$ cat config.mk
export PLATFORM = sky130hd
export DESIGN_NAME = ucode_sequencer_flat
export DESIGN_NICKNAME = d
export VERILOG_FILES = /design/src/rtl/seq_pkg.sv /design/src/rtl/ucode_sequencer_if.sv /design/src/rtl/seq_boundary_arb.sv /design/src/rtl/ucode_sequencer.sv /design/src/flat_wrapper.sv
export SDC_FILE = /design/constraint.sdc
export NUM_CORES = 1
export LEC_CHECK = 0
export CAP_MARGIN = 20
export CORE_UTILIZATION = 35
export DETAILED_ROUTE_END_ITERATION = 10
export PLACE_DENSITY = 0.86
export SETUP_SLACK_MARGIN = 0.02
export SLEW_MARGIN = 20
export SYNTH_ARGS = -nofsm -noshare
export SYNTH_HDL_FRONTEND = slang
export SYNTH_SLANG_ARGS = --single-unit
$ cat constraint.sdc
create_clock -name clk -period 3.2 [get_ports clk]
set_clock_uncertainty 0.1 [all_clocks]
set_input_delay 0.64 -clock clk [delete_from_list [all_inputs] [get_ports clk]]
set_output_delay 0.64 -clock clk [all_outputs]
set_load 0.02 [all_outputs]
$ cat src/rtl/seq_pkg.sv
// ============================================================================
// Module  : seq_pkg
// Brief   : Microcommand bit positions and sequencer state encoding.
// Revision: 1.0
// ============================================================================
`default_nettype none

package seq_pkg;

   localparam int UC_W                   = 28;
   localparam int UC_END                 = 0;
   localparam int UC_IR_LOAD             = 1;
   localparam int UC_IMM_EXTEND_NEGATIVE = 5;
   localparam int UC_IMM_SHIFT           = 6;

   localparam int RESET_VEC_DEFAULT      = 0;

   typedef enum logic [2:0] {
      ST_FETCH = 3'd0,
      ST_EXEC  = 3'd1,
      ST_EXC   = 3'd2,
      ST_WAIT  = 3'd3,
      ST_HALT  = 3'd4
   } state_t;

endpackage

`default_nettype wire

$ cat src/rtl/ucode_sequencer_if.sv
// ============================================================================
// Module  : ucode_sequencer_if
// Brief   : Microcode/bus/interrupt handshake bundle feeding the sequencer.
// Revision: 1.0
// ============================================================================
`default_nettype none

interface ucode_sequencer_if #(
   parameter int VEC_W = 6
);
   import seq_pkg::*;

   logic [UC_W-1:0]  ucommand;
   logic             mem_ready;
   logic [15:0]      mem_rdata;
   logic             irq_req;
   logic [VEC_W-1:0] irq_vec;
   logic             irq_ack;

   modport master (
      output ucommand, mem_ready, mem_rdata, irq_req, irq_vec,
      input  irq_ack
   );

   modport slave (
      input  ucommand, mem_ready, mem_rdata, irq_req, irq_vec,
      output irq_ack
   );

endinterface

`default_nettype wire

$ cat src/rtl/seq_boundary_arb.sv
// ============================================================================
// Module  : seq_boundary_arb
// Brief   : Next state / interrupt-enable selection at a microprogram end.
// Revision: 1.0
// ============================================================================
`default_nettype none

module seq_boundary_arb
   import seq_pkg::*;
(
   input  state_t i_state,
   input  logic   i_dec_halt,
   input  logic   i_dec_wait,
   input  logic   i_dec_ei,
   input  logic   i_dec_di,
   input  logic   i_dec_rti,
   input  logic   i_irq_req,
   input  logic   i_ie,
   output state_t o_state,
   output logic   o_ie,
   output logic   o_take_irq
);

   always_comb begin
      o_state    = i_state;
      o_ie       = i_ie;
      o_take_irq = 1'b0;
      case (i_state)
         ST_FETCH: o_state = ST_EXEC;
         ST_EXC:   o_state = ST_FETCH;
         ST_EXEC: begin
            if (i_dec_ei || i_dec_rti) begin
               o_ie = 1'b1;
            end else if (i_dec_di) begin
               o_ie = 1'b0;
            end
            // i_ie is the pre-update flag, giving EI its one-instruction shadow
            if (i_dec_halt) begin
               o_state = ST_HALT;
            end else if (i_dec_wait) begin
               o_state = ST_WAIT;
            end else if (i_irq_req && i_ie) begin
               o_state    = ST_EXC;
               o_ie       = 1'b0;
               o_take_irq = 1'b1;
            end else begin
               o_state = ST_FETCH;
            end
         end
         default: ;
      endcase
   end

endmodule

`default_nettype wire

$ cat src/rtl/ucode_sequencer.sv
// ============================================================================
// Module  : ucode_sequencer
// Brief   : Phase counter, instruction register and fetch/exec/exception FSM.
// Revision: 1.0
// ============================================================================
`default_nettype none

module ucode_sequencer
   import seq_pkg::*;
#(
   parameter int PHASE_W   = 3,
   parameter int VEC_W     = 6,
   parameter int RESET_VEC = RESET_VEC_DEFAULT
) (
   input  logic                clk,
   input  logic                rst_n,
   ucode_sequencer_if.slave    bus,
   input  logic                dec_halt,
   input  logic                dec_wait,
   input  logic                dec_ei,
   input  logic                dec_di,
   input  logic                dec_rti,
   output logic [15:0]         ir,
   output logic [PHASE_W-1:0]  phase,
   output logic                fetch,
   output logic                exc_triggered,
   output logic [VEC_W-1:0]    exc_vec,
   output logic                ie,
   output logic                halted,
   output logic                waiting,
   output logic                uc_overrun
);

   localparam logic [PHASE_W-1:0] C_PHASE_MAX = '1;

   state_t             r_state, w_state_nxt, w_arb_state;
   logic [PHASE_W-1:0] r_phase, w_phase_nxt;
   logic [15:0]        r_ir, w_ir_nxt;
   logic               r_ie, w_ie_nxt, w_arb_ie, w_arb_irq;
   logic [VEC_W-1:0]   r_exc_vec, w_exc_vec_nxt;
   logic               r_irq_ack, w_irq_ack_nxt;
   logic               r_overrun, w_overrun_nxt;
   logic               w_unused_uc;

   assign w_unused_uc = ^bus.ucommand[UC_W-1:2];

   seq_boundary_arb u_arb (
      .i_state    (r_state),
      .i_dec_halt (dec_halt),
      .i_dec_wait (dec_wait),
      .i_dec_ei   (dec_ei),
      .i_dec_di   (dec_di),
      .i_dec_rti  (dec_rti),
      .i_irq_req  (bus.irq_req),
      .i_ie       (r_ie),
      .o_state    (w_arb_state),
      .o_ie       (w_arb_ie),
      .o_take_irq (w_arb_irq)
   );

   always_ff @(posedge clk or negedge rst_n) begin
      if (!rst_n) begin
         r_state   <= ST_EXC;
         r_phase   <= '0;
         r_ir      <= '0;
         r_ie      <= 1'b0;
         r_exc_vec <= VEC_W'(RESET_VEC);
         r_irq_ack <= 1'b0;
         r_overrun <= 1'b0;
      end else begin
         r_state   <= w_state_nxt;
         r_phase   <= w_phase_nxt;
         r_ir      <= w_ir_nxt;
         r_ie      <= w_ie_nxt;
         r_exc_vec <= w_exc_vec_nxt;
         r_irq_ack <= w_irq_ack_nxt;
         r_overrun <= w_overrun_nxt;
      end
   end

   always_comb begin
      w_state_nxt   = r_state;
      w_phase_nxt   = r_phase;
      w_ir_nxt      = r_ir;
      w_ie_nxt      = r_ie;
      w_exc_vec_nxt = r_exc_vec;
      w_irq_ack_nxt = 1'b0;
      w_overrun_nxt = r_overrun;
      case (r_state)
         ST_FETCH, ST_EXEC, ST_EXC: begin
            if (bus.mem_ready) begin
               if (bus.ucommand[UC_IR_LOAD]) begin
                  w_ir_nxt = bus.mem_rdata;
               end
               if (bus.ucommand[UC_END]) begin
                  w_phase_nxt = '0;
                  w_state_nxt = w_arb_state;
                  w_ie_nxt    = w_arb_ie;
                  if (w_arb_irq) begin
                     w_irq_ack_nxt = 1'b1;
                     w_exc_vec_nxt = bus.irq_vec;
                  end
               end else if (r_phase == C_PHASE_MAX) begin
                  // Runaway microprogram: stop the core rather than wrap the phase
                  w_overrun_nxt = 1'b1;
                  w_state_nxt   = ST_HALT;
               end else begin
                  w_phase_nxt = r_phase + PHASE_W'(1);
               end
            end
         end
         ST_WAIT: begin
            if (bus.irq_req && r_ie) begin
               w_state_nxt   = ST_EXC;
               w_irq_ack_nxt = 1'b1;
               w_exc_vec_nxt = bus.irq_vec;
               w_ie_nxt      = 1'b0;
            end
         end
         default: ;
      endcase
   end

   assign ir            = r_ir;
   assign phase         = r_phase;
   assign fetch         = (r_state == ST_FETCH);
   assign exc_triggered = (r_state == ST_EXC);
   assign exc_vec       = r_exc_vec;
   assign ie            = r_ie;
   assign bus.irq_ack   = r_irq_ack;
   assign halted        = (r_state == ST_HALT);
   assign waiting       = (r_state == ST_WAIT);
   assign uc_overrun    = r_overrun;

endmodule

`default_nettype wire

$ cat src/flat_wrapper.sv
// flat-port wrapper written by rule: the top's interface ports become plain ports
module ucode_sequencer_flat import seq_pkg::*;
#(
   parameter int PHASE_W   = 3,
   parameter int VEC_W     = 6,
   parameter int RESET_VEC = RESET_VEC_DEFAULT
)
  (clk, rst_n, dec_halt, dec_wait, dec_ei, dec_di, dec_rti, ir, phase, fetch, exc_triggered, exc_vec, ie, halted, waiting, uc_overrun, bus_ucommand, bus_mem_ready, bus_mem_rdata, bus_irq_req, bus_irq_vec, bus_irq_ack);
  ucode_sequencer_if #(.VEC_W(VEC_W)) bus_i ();
  input  logic clk;
  input  logic rst_n;
  input  logic dec_halt;
  input  logic dec_wait;
  input  logic dec_ei;
  input  logic dec_di;
  input  logic dec_rti;
  output logic [15:0] ir;
  output logic [PHASE_W-1:0] phase;
  output logic fetch;
  output logic exc_triggered;
  output logic [VEC_W-1:0] exc_vec;
  output logic ie;
  output logic halted;
  output logic waiting;
  output logic uc_overrun;
  input wire logic [$bits(bus_i.ucommand)-1:0] bus_ucommand;
  input wire logic [$bits(bus_i.mem_ready)-1:0] bus_mem_ready;
  input wire logic [$bits(bus_i.mem_rdata)-1:0] bus_mem_rdata;
  input wire logic [$bits(bus_i.irq_req)-1:0] bus_irq_req;
  input wire logic [$bits(bus_i.irq_vec)-1:0] bus_irq_vec;
  output wire logic [$bits(bus_i.irq_ack)-1:0] bus_irq_ack;
  assign bus_i.ucommand = bus_ucommand;
  assign bus_i.mem_ready = bus_mem_ready;
  assign bus_i.mem_rdata = bus_mem_rdata;
  assign bus_i.irq_req = bus_irq_req;
  assign bus_i.irq_vec = bus_irq_vec;
  assign bus_irq_ack = bus_i.irq_ack;
  ucode_sequencer #(.PHASE_W(PHASE_W), .VEC_W(VEC_W), .RESET_VEC(RESET_VEC)) u_core (.clk(clk), .rst_n(rst_n), .bus(bus_i), .dec_halt(dec_halt), .dec_wait(dec_wait), .dec_ei(dec_ei), .dec_di(dec_di), .dec_rti(dec_rti), .ir(ir), .phase(phase), .fetch(fetch), .exc_triggered(exc_triggered), .exc_vec(exc_vec), .ie(ie), .halted(halted), .waiting(waiting), .uc_overrun(uc_overrun));
endmodule
==> impl_results.md <==
* TritonRoute pass-1 iters at 4
* Post-route ant nets at 0
* Post-CTS sizing at 0
* Max-cap violations at 0
* Vias at 1088
* Ys async rst share at 100%
* Starting density of the core at between 30% and 40%
* Area share of the largest cell type after synthesis at between 50% and 60%
* Pre-CTS WS at 484 ps
* Top_reg_cell synth: dfrtp_1
* Routability cong. at roughly 0.80
* Total power at between 1.5 and 2 mW
* Boundary Pins at 91
* Seq/Total Area, Yosys at 55.4%
* Synth Net Count at between 150 and 200
* Slew headroom at 74.0%
* Area leader, netlist: dfrtp_1
* Initial antenna violation count at 0
* Status: completed
* Minimum clock period at 2600 ps
* Critical Path Source Type: register
* Iter 0 DRT Violations at 40
* Hold WC Path Type: reg2reg
* Final Routed Wirelength at between 3 and 4 mm
* Slew @ Worst Pin at 390 ps
* Final hold violations at 0
* #FFs+latches synth at 31
* Largest net degree at the start of global routing at 32
* CTS sink count at 31
* Critical path peak fanout at 11
* Core footprint at 3740 um2
* Clk pin slew, worst setup/hold paths at around 60 ps
* Leakage power at 0.934 nW
* Rows at 22
* Post-layout util at 57.5%
* Vias per inst at around 4.9
* Vias in the first global route at ~1.1k
* Max VDD drop at about 0.38 mV
* Power per Cell Area at 885 nW/um2
* Total Nets Final at 233
* Ant diodes at 0
* Synthesized area per cell at 13.2 um2
* Critical path endpoint category: primary output
* Die X at around 65 um
* DR WL/cell at between 10 and 15 um
* Number of port buffers at between 60 and 70
* Number of synthesized flops with an enable pin at 0
* Synth-to-layout area growth at 53.4%
* Unrepaired setup endpoints after global routing: no
* Synthesized instance count at 106
* Top achievable clock speed at 385 MHz
* TritonCTS clock tree: done
* Final slew viol count at 0
* Post-CTS setup buffers at 0
* Grt total ovfl at 0
* Fillers at 321
* Post-DP HPWL at about 2.4 mm
* Worst setup margin at between 600 and 700 ps
* # hold bufs at CTS at 0
* Synth Warn # at 0
* Synth top area cells: dfrtp_1 54%, mux2_2 16%, mux2_4 6.4%
* Arr. time, crit path at 1860 ps
* Die area at about 4300 um2
* Synth Cell Area at around 1400 um2
* First-pass GRT wire length at 5.06 mm
* Die Span Y at about 65 um
* CTS Buf Count at 5
* Count of cell types in the netlist at 36
* Setup_tns at 0 ps
* Clock Tree Root: clkbuf_8
* Finish-stage setup viols at 0
* H-Tree Depth at 2
* Fraction of layout cells with a size suffix above 1 at a little over a fifth
* WS Path Type: reg2out
* CTS Buffer Depth at 2
* Critical Path RT at about 2500 ps
* Clock latency on the worst-skew pair at around 270 ps
* All-Layer GR Usage at ~16%
* Crit share post-route at about 81%
* Drc violations at 0
[registers in the layout, summed over array words and instances (netlist names)]
signal,count
u_core.ir,16
u_core.bus.irq_ack,1
u_core.exc_vec,6
u_core.phase,3
u_core.ie,1
u_core.uc_overrun,1
u_core.r_state,3
[layout by cell type, fill, tap and decap left out, drive strengths merged, types with 2 or more instances in the layout]
cell,Yosys,routed
a21oi,2,2
clkbuf,1,7
clkdlybuf4s50,0,64
dfrtp,30,30
ha,2,2
inv,2,2
mux2,26,26
nand2,6,6
nor2,5,5
nor2b,4,4
nor3,2,2
o21ai,2,2
[critical path, stage by stage (launching register included)]
cell	delay, ps
dfstp_2	630
nand2_1	140
nor2_1	170
clkdlybuf4s50_1	630
[synth_stat cells, types with 2 or more instances]
master	count
buf_4	2
nor2b_1	4
inv_1	2
mux2_2	20
nand2_1	5
nor2_1	4
a21oi_1	2
nor3_1	2
buf_2	2
dfrtp_1	30
ha_1	2
mux2_4	6
o21ai_0	2
[per-stage QoR]
step	cell area (um2)	std cells	hold slack [ps]
after floorplan	1400	106	244
after global placement	2070	213	348
after detailed placement	2070	213	359
after CTS	2150	221	377
after global routing	2150	221	388
final	2150	221	372
[cell type report]
type / instances / area (um2) / area share, %
Clock buffer: 7 / 76.3 / 3.55
Clock inverter: 1 / 5.00 / 0.233
Inverter: 2 / 7.51 / 0.349
Multi-Input combinational cell: 67 / 578 / 26.9
Sequential cell: 31 / 777 / 36.1
Tap cell: 48 / 60.1 / 2.79
Timing Repair Buffer: 65 / 648 / 30.1
[final timing paths]
check / startpoint / to / slack (ps) / cells past startpoint
setup / recovery: u_core.r_state[1] / waiting / 600 / 3
hold / removal: u_core.uc_overrun / u_core.uc_overrun / 370 / 1
setup reg to reg: u_core.r_state[1] / u_core.exc_vec[5] / 1230 / 3
hold reg to reg: u_core.uc_overrun / u_core.uc_overrun / 370 / 1
max in group asynchronous: rst_n / u_core.r_state[1] / 2030 / 2
min in group asynchronous: rst_n / u_core.bus.irq_ack / 660 / 2
[logic make-up (layout without fill, tap and decap cells)]
| family | after synthesis | in the layout | share of synthesized area, % |
|---|---|---|---|
| flops | 31 | 31 | 55.4 |
| simple gates | 27 | 27 | 11.0 |
| mux | 26 | 26 | 22.5 |
| buf+inv | 8 | 75 | 3.39 |
| fa+ha+maj | 2 | 2 | 1.78 |
| compound gates | 12 | 12 | 5.98 |
[per-layer routing]
metal / global-route usage, % / up-vias / part of all wire [%]
met4: 8.97 / 0 / 2.2
li1: - / 505 / -
met2: 27.8 / 53 / 52
met1: 17.7 / 523 / 37
met5: 0 / - / 0
met3: 5.21 / 7 / 8.3
[power by group]
part | switching, mW | total (mW) | internal, mW | leakage [nW]
sequential | 0.140 | 0.709 | 0.569 | 0.378
clock | 0.127 | 0.279 | 0.152 | 0.0422
combinational | 0.402 | 0.916 | 0.514 | 0.514
Note: power is estimated with default switching activity, not from simulation.
